===== src/rtl/mem_arb_pkg.sv =====
// Shared types and default build constants for the unified-memory port arbiter.
package mem_arb_pkg;

    localparam int unsigned DEF_AW        = 8;
    localparam int unsigned DEF_DW        = 16;
    localparam int unsigned DEF_LAT       = 2;
    localparam int unsigned DEF_MAX_DEFER = 2;

    // Counter widths sized for the legal parameter ranges (LAT 1..7, MAX_DEFER 1..3).
    localparam int unsigned WAIT_CW  = 3;
    localparam int unsigned DEFER_CW = 2;

    typedef enum logic [1:0] {
        IDLE  = 2'd0,
        ISSUE = 2'd1,
        WAIT  = 2'd2,
        RESP  = 2'd3
    } state_t;

    typedef enum logic {
        FETCH = 1'b0,
        DATA  = 1'b1
    } owner_t;

endpackage


===== src/rtl/mem_arb_select.sv =====
// Winner selection between fetch and data ports, with the fetch-deferral counter
// that forces a fetch grant after MAX_DEFER consecutive losses.
module mem_arb_select
    import mem_arb_pkg::*;
#(
    parameter int unsigned MAX_DEFER = DEF_MAX_DEFER
) (
    input  logic   clk,
    input  logic   rst,
    input  logic   sample,
    input  logic   if_req_c,
    input  logic   dm_req,
    output logic   any_req_c,
    output owner_t grant_c
);

    logic [DEFER_CW-1:0] defer_cnt;
    logic                both_c;
    logic                defer_full_c;

    assign both_c       = if_req_c & dm_req;
    assign any_req_c    = if_req_c | dm_req;
    assign defer_full_c = (defer_cnt == DEFER_CW'(MAX_DEFER));

    // Data wins unless it is absent or fetch has already lost MAX_DEFER times in a row.
    always_comb begin
        grant_c = DATA;
        if (!dm_req || (both_c && defer_full_c)) begin
            grant_c = FETCH;
        end
    end

    always_ff @(posedge clk or negedge rst) begin
        if (!rst) begin
            defer_cnt <= '0;
        end else if (sample && any_req_c) begin
            if (grant_c == FETCH) begin
                defer_cnt <= '0;
            end else if (both_c && !defer_full_c) begin
                defer_cnt <= defer_cnt + DEFER_CW'(1);
            end
        end
    end

endmodule


===== src/rtl/mem_port_arbiter.sv =====
// Shares one single-ported memory between the fetch and data ports: issue,
// fixed-latency wait, one-cycle response, with per-port stall outputs.
module mem_port_arbiter
    import mem_arb_pkg::*;
#(
    parameter int unsigned AW        = DEF_AW,
    parameter int unsigned DW        = DEF_DW,
    parameter int unsigned LAT       = DEF_LAT,
    parameter int unsigned MAX_DEFER = DEF_MAX_DEFER
) (
    input  logic          clk,
    input  logic          rst,
    input  logic          if_req,
    input  logic [AW-1:0] if_addr,
    input  logic          if_kill,
    output logic [DW-1:0] if_rdata,
    output logic          if_valid,
    input  logic          dm_req,
    input  logic          dm_we,
    input  logic [AW-1:0] dm_addr,
    input  logic [DW-1:0] dm_wdata,
    output logic [DW-1:0] dm_rdata,
    output logic          dm_valid,
    output logic          stall_if,
    output logic          stall_mem,
    output logic          mem_en,
    output logic          mem_we,
    output logic [AW-1:0] mem_addr,
    output logic [DW-1:0] mem_wdata,
    input  logic [DW-1:0] mem_rdata
);

    state_t               state_q, state_d;
    owner_t               owner_q, owner_d;
    logic                 kill_q, kill_d;
    logic [WAIT_CW-1:0]   wait_q, wait_d;
    logic                 we_q;
    logic                 load_c;
    logic                 capture_c;
    logic                 sel_if_req_c;
    logic                 any_req_c;
    owner_t               grant_c;

    assign sel_if_req_c = if_req & ~if_kill;

    mem_arb_select #(
        .MAX_DEFER (MAX_DEFER)
    ) u_select (
        .clk       (clk),
        .rst       (rst),
        .sample    (state_q == IDLE),
        .if_req_c  (sel_if_req_c),
        .dm_req    (dm_req),
        .any_req_c (any_req_c),
        .grant_c   (grant_c)
    );

    assign stall_if  = if_req & ~if_valid;
    assign stall_mem = dm_req & ~dm_valid;

    // Next-state logic; a killed fetch still runs to completion since the memory cannot abort.
    always_comb begin
        state_d   = state_q;
        owner_d   = owner_q;
        kill_d    = kill_q;
        wait_d    = wait_q;
        load_c    = 1'b0;
        capture_c = 1'b0;
        case (state_q)
            IDLE: begin
                kill_d = 1'b0;
                if (any_req_c) begin
                    load_c  = 1'b1;
                    owner_d = grant_c;
                    state_d = ISSUE;
                end
            end
            ISSUE: begin
                kill_d = kill_q || (if_kill && (owner_q == FETCH));
                if (we_q) begin
                    state_d = RESP;
                end else begin
                    state_d = WAIT;
                    wait_d  = WAIT_CW'(LAT);
                end
            end
            WAIT: begin
                kill_d = kill_q || (if_kill && (owner_q == FETCH));
                wait_d = wait_q - WAIT_CW'(1);
                if (wait_q == WAIT_CW'(1)) begin
                    capture_c = 1'b1;
                    state_d   = RESP;
                end
            end
            RESP: begin
                state_d = IDLE;
            end
            default: begin
                state_d = IDLE;
            end
        endcase
    end

    always_ff @(posedge clk or negedge rst) begin
        if (!rst) begin
            state_q <= IDLE;
            owner_q <= FETCH;
            kill_q  <= 1'b0;
            wait_q  <= '0;
            we_q    <= 1'b0;
        end else begin
            state_q <= state_d;
            owner_q <= owner_d;
            kill_q  <= kill_d;
            wait_q  <= wait_d;
            if (load_c) begin
                we_q <= (grant_c == DATA) && dm_we;
            end
        end
    end

    // Registered memory command and response outputs, all driven from next-cycle values.
    always_ff @(posedge clk or negedge rst) begin
        if (!rst) begin
            mem_en    <= 1'b0;
            mem_we    <= 1'b0;
            mem_addr  <= '0;
            mem_wdata <= '0;
            if_valid  <= 1'b0;
            dm_valid  <= 1'b0;
            if_rdata  <= '0;
            dm_rdata  <= '0;
        end else begin
            mem_en   <= load_c;
            mem_we   <= load_c && (grant_c == DATA) && dm_we;
            if (load_c) begin
                mem_addr  <= (grant_c == DATA) ? dm_addr : if_addr;
                mem_wdata <= (grant_c == DATA) ? dm_wdata : '0;
            end
            if_valid <= (state_d == RESP) && (owner_q == FETCH) && !kill_d;
            dm_valid <= (state_d == RESP) && (owner_q == DATA);
            if (capture_c && (owner_q == FETCH)) begin
                if_rdata <= mem_rdata;
            end
            if (capture_c && (owner_q == DATA)) begin
                dm_rdata <= mem_rdata;
            end
        end
    end

endmodule


===== config.mk =====
export PLATFORM = sky130hd
export DESIGN_NAME = mem_port_arbiter
export DESIGN_NICKNAME = d
export VERILOG_FILES = /design/src/rtl/mem_arb_pkg.sv /design/src/rtl/mem_arb_select.sv /design/src/rtl/mem_port_arbiter.sv
export SDC_FILE = /design/constraint.sdc
export NUM_CORES = 1
export LEC_CHECK = 0
export CORE_MARGIN = 3
export CORE_UTILIZATION = 35
export DETAILED_ROUTE_END_ITERATION = 16
export PLACE_DENSITY = 0.67
export SLEW_MARGIN = 20
export SYNTH_ARGS = -nofsm -noshare
export SYNTH_HDL_FRONTEND = slang
export SYNTH_SLANG_ARGS = --single-unit

===== constraint.sdc =====
create_clock -name clk -period 2.05 [get_ports clk]
set_clock_uncertainty 0.1 [all_clocks]
set_input_delay 0.5125 -clock clk [delete_from_list [all_inputs] [get_ports clk]]
set_output_delay 0.5125 -clock clk [all_outputs]
set_load 0.05 [all_outputs]

# [Word-level counts from Yosys, hierarchy flattened]
# Index checks and enable logic that the tools add are counted.
[op_classes] n_addsub=2 eq_ne=7 muxes=16 bitwise_logic=9 reduce_logical=24
[ops] operator="$mux 16" n=1
[ops] operator="$logic_and 1x1->1" n=12
[ops] operator="$eq 2x2->1 const B" n=4
[ops] operator="$mux 2" n=4
[ops] operator="$mux 8" n=1
[ops] operator="$pmux 2 s4" n=1
[ops] operator="$mux 1" n=6
[ops] operator="$pmux 3 s2" n=1
[ops] operator="$reduce_and 2->1" n=3
[ops] operator="$and 1x1->1" n=4
[ops] operator="$not 1->1" n=4
[ops] operator="$reduce_bool 2->1" n=2
[ops] operator="$eq 3x1->1 const B" n=1
[ops] operator="$logic_not 1->1" n=3
[ops] operator="$mux 3" n=1
[ops] operator="$sub 3x1->3 const B" n=1
[ops] operator="$add 2x1->2 const B" n=1
[ops] operator="$eq 2x1->1 const B" n=1
[ops] operator="$logic_not 2->1" n=1
[ops] operator="$logic_or 1x1->1" n=2
[ops] operator="$ne 2x2->1 const B" n=1
[ops] operator="$pmux 1 s2" n=1
[ops] operator="$reduce_or 2->1" n=1
[ops] operator="$or 1x1->1" n=1
[word_totals] reg_bits=70 in_bits=54 output_inout_bits=62 word_cells=72

# [Depth between registers and ports, before layout]
[logic_depth] ltp_word=8 mapped_depth=7 depth_no_buf=6

# [By module]
# Synthesis repeated with hierarchy kept, for this count alone.
[unflattened] cells_unflattened=232 area_unflattened_um2=2916.5
[by_module_without_submodules] mod="mem_port_arbiter" instances=1 cells_each=221 area_per_inst_um2=2800.2 seq_area_each_um2=1701.6
[by_module_without_submodules] mod="mem_arb_select" instances=1 cells_each=11 area_per_inst_um2=116.4 seq_area_each_um2=50.0

# [Worst setup path before layout]
# No wires, ideal clock.
[synth_path] kind="register -> output" start="register if_valid" end="output port stall_if" t_arrival_ns=1.318 required_ns=1.437 slack_ns=0.120 path_stages_with_launch=2 n_path_buf=0 path_cell_list="dfrtp_1 nor2b_1"
[synth_between] elab_chain_len=2
[synth_lines] element="from (decl)" line="mem_port_arbiter.sv:17" source="output logic if_valid,"
[synth_lines] element="from (signal assigned)" line="mem_port_arbiter.sv:140" source="if_valid <= (state_d == RESP) && (owner_q == FETCH) && !kill_d;"
[synth_lines] element="$not 1->1" line="mem_port_arbiter.sv:58" source="assign stall_if = if_req & ~if_valid;"
[synth_lines] element="$and 1x1->1" line="mem_port_arbiter.sv:58"
[synth_lines] element="to (decl)" line="mem_port_arbiter.sv:24" source="output logic stall_if,"
# No other way between the ends.

# [Final worst setup path]
[layout_path] start="input port if_req" end="output port stall_if"
[layout_between] elab_chain_len=1
[layout_lines] element="from (decl)" line="mem_port_arbiter.sv:13" source="input logic if_req,"
[layout_lines] element="$and 1x1->1" line="mem_port_arbiter.sv:58"
# No other way between the ends.

==> qor.txt <==
Outcome - complete, no violations
PD cells - 1900 nW/µm²
Worst-path clk slew - 0.07 ns
Ys flop type - dfrtp_1
Top cells by area, synth - dfrtp_1 60%, mux2_4 10%, a22o_1 4.8%, mux2_2 4.6%, ha_1 3.4%
Post-Synth Adder-Cell Area - 0.0342
Maximum clock rate - 0.509 GHz
WL per Instance - 15.6 µm
Die Ht - 97.5 µm
Die area - 9510 µm²
Final Wtd Congestion - 0.775
Reg2reg start - state_q[0]
Asr flop ratio synth - 1.00
Vias in the first global route - 2276
R2R depth - 6
Area fraction in compound gates after synthesis - 0.112
Syn Std Cell Area - 2930 µm²
HPWL after detailed placement - 4970 µm
Global-route usage over all layers - 0.153
R2R Setup Slk - 0.20 ns
Row count - 32
Multiplexer share of the synthesized area - 0.149
CTS tree - yes
Critical Path, Cell by Cell - clkdlybuf4s50_1 -> nor2b_2 -> buf_12
Syn_area_per_cell - 14.0 µm²
Total wire length - 6900 µm
Req. time, crit path - 1.44 ns
Max cap viols - 0
RSZ-0062 raised after global routing - no
Die width - 97.5 µm
CP endpoint kind - output pin
Critical R2R Capture - if_rdata[14]
Post-layout nets - 399
Slew of the pin with the lowest slew margin - 0.371 ns
Synth Area in XOR/XNOR - 0
Final worst-path cycle share - 0.958
Layout fillers - 703
Setup TNS - 0 ns
Share of the synthesized area in the top cell type - 0.598
Synth cell types - 37
Antenna-violating nets left - 0
Critical path's largest stage delay - 0.50 ns
I/O Buffers - 115
Post-synthesis sequential area ratio - 0.598
Antenna diode count - 0
Slowest stage cell, crit path - clkdlybuf4s50_1
Static Leak - 2.06 nW
Peak supply drop - 1.09 mV
Boundary pin count - 116
WHS - 0.0890 ns
DRC violations left - 0
Crit Path Category - in2out
Crit path launch type - primary input
P&R area growth vs syn - 48.2%
Core Region - 7930 µm²
Num CTS Buffers - 9
Max Slew Vio Count - 0
Hold Vio Cnt, Final - 0
Post-Synth Simple-Gate Area - 0.0730
Yosys top cell by area - dfrtp_1
Final setup fails - 0
Slew headroom - 0.753
Worst Path Max Fanout - 3
Net count after synthesis - 271
First-pass GRT wire length - 11600 µm
Layout cell share with drive strength beyond 1 - 0.372
Clk_lat worst skew - 0.33 ns
Post-CTS Hold Fix Bufs - 0
DRT Pass-1 Iters - 4
Overflow after GRT - 0
Post-synth top cells - 70 x dfrtp_1, 20 x mux2_4, 17 x a21oi_1
Largest net degree at the start of global routing - 71
Vias per inst - 4.68
H-tree depth - 3
Most frequent cell after synthesis - dfrtp_1
CTS Root Cell - clkbuf_8
Final min period - 1.96 ns
Yosys Warn Count - 0
Bufs on Longest Clock Path - 2
HP Class - in2async
1st-iter DRT viols - 39
EDFF count, synth - 0
Gate Count Post-Synth - 209
Initial Util - 0.370
Arrival @ worst endpoint - 1.35 ns
FF+latch count, synth - 70
Initial antenna violation count - 0
CTS Sinks - 70
Main combinational cell family by area after synthesis - multiplexers
Routed vias - 2072
-- metrics by stage --
step	cell area, µm²	util	worst slack (ns)	power, W	instances
2_1_floorplan	2930	-	0.120	0.00559	209
3_3_place_gp	4130	0.521	0.0251	0.00707	428
3_5_place_dp	4130	0.521	0.0259	0.00714	428
4_1_cts	4340	0.547	0.0175	0.00834	443
5_1_grt	4340	0.548	0.0302	0.00870	443
6_report	4340	0.548	0.0853	0.00826	443
-- registers in the layout, indices dropped and copies added (netlist names) --
signal              count
dm_rdata               16
if_rdata               16
mem_wdata              16
mem_addr                8
wait_q                  3
state_q                 2
u_select.defer_cnt      2
dm_valid                1
if_valid                1
kill_q                  1
mem_en                  1
mem_we                  1
owner_q                 1
we_q                    1
-- report_power, final --
part | total (W) | switching [W] | internal [W]
sequential | 0.00244 | 0.000399 | 0.00204
combinational | 0.00465 | 0.00297 | 0.00168
clock | 0.00118 | 0.000500 | 0.000678
total | 0.00826 | 0.00387 | 0.00440
-- layout make-up --
| cell class | count | area [µm²] | share of cell area |
|---|---|---|---|
| Clock buffer | 11 | 131 | 0.0303 |
| Clock inverter | 4 | 72.6 | 0.0167 |
| Inverter | 8 | 30.0 | 0.00691 |
| Multi-Input combinational cell | 124 | 1080 | 0.249 |
| Sequential cell | 70 | 1750 | 0.403 |
| Tap cell | 102 | 128 | 0.0294 |
| Timing Repair Buffer | 124 | 1150 | 0.264 |
-- timing repair --
| action | 4_1_cts | 5_1_grt |
|---|---|---|
| hold endpoints to repair | 0 | 0 |
| gates resized for setup | 0 | 2 |
| setup endpoints to repair | 0 | 2 |
| setup buffers | 0 | 0 |
-- cells in the final DEF, fill, tap and decap left out, types with 2 or more instances in the layout --
master,count
a21o_1,3
a21oi_1,17
a22o_1,16
and3_1,3
buf_12,7
buf_4,64
bufinv_16,2
clkbuf_1,2
clkbuf_8,9
clkdlybuf4s50_1,52
dfrtp_1,70
ha_1,8
inv_1,7
mux2_2,12
mux2_4,20
nand2_1,10
nand3_1,2
nor2_1,11
nor2b_2,2
o21ai_0,3
-- layer usage --
layer / global-route usage / share of wire / vias to the layer above
met5: 0 / 0 / -
met2: 0.252 / 0.51 / 48
met4: 0.0575 / 0.011 / 0
met1: 0.191 / 0.43 / 1027
met3: 0.0409 / 0.043 / 4
li1: - / - / 993
-- worst max-delay path: cells and delay by family --
kind,cells,cell delay [ns]
simple gates,1,0.19
buf+inv,2,0.65
-- logic make-up (layout without fill, tap and decap cells) --
logic type                 Yosys count  in the layout
muxes                               32             32
buffers and inverters               15            147
adders and majority gates            8              8
DFF                                 70             70
AOI/OAI and AO/OA                   46             46
and+or+nand+nor                     38             38
-- worst max path at each step --
stage          startpoint        to  cells past startpoint
4_1_cts            if_req  stall_if                      3
3_5_place_dp       if_req  stall_if                      3
3_3_place_gp       if_req  stall_if                      3
5_1_grt            if_req  stall_if                      3
2_1_floorplan    if_valid  stall_if                      1
6_report           if_req  stall_if                      3
Power figures use the tool's default switching activity.
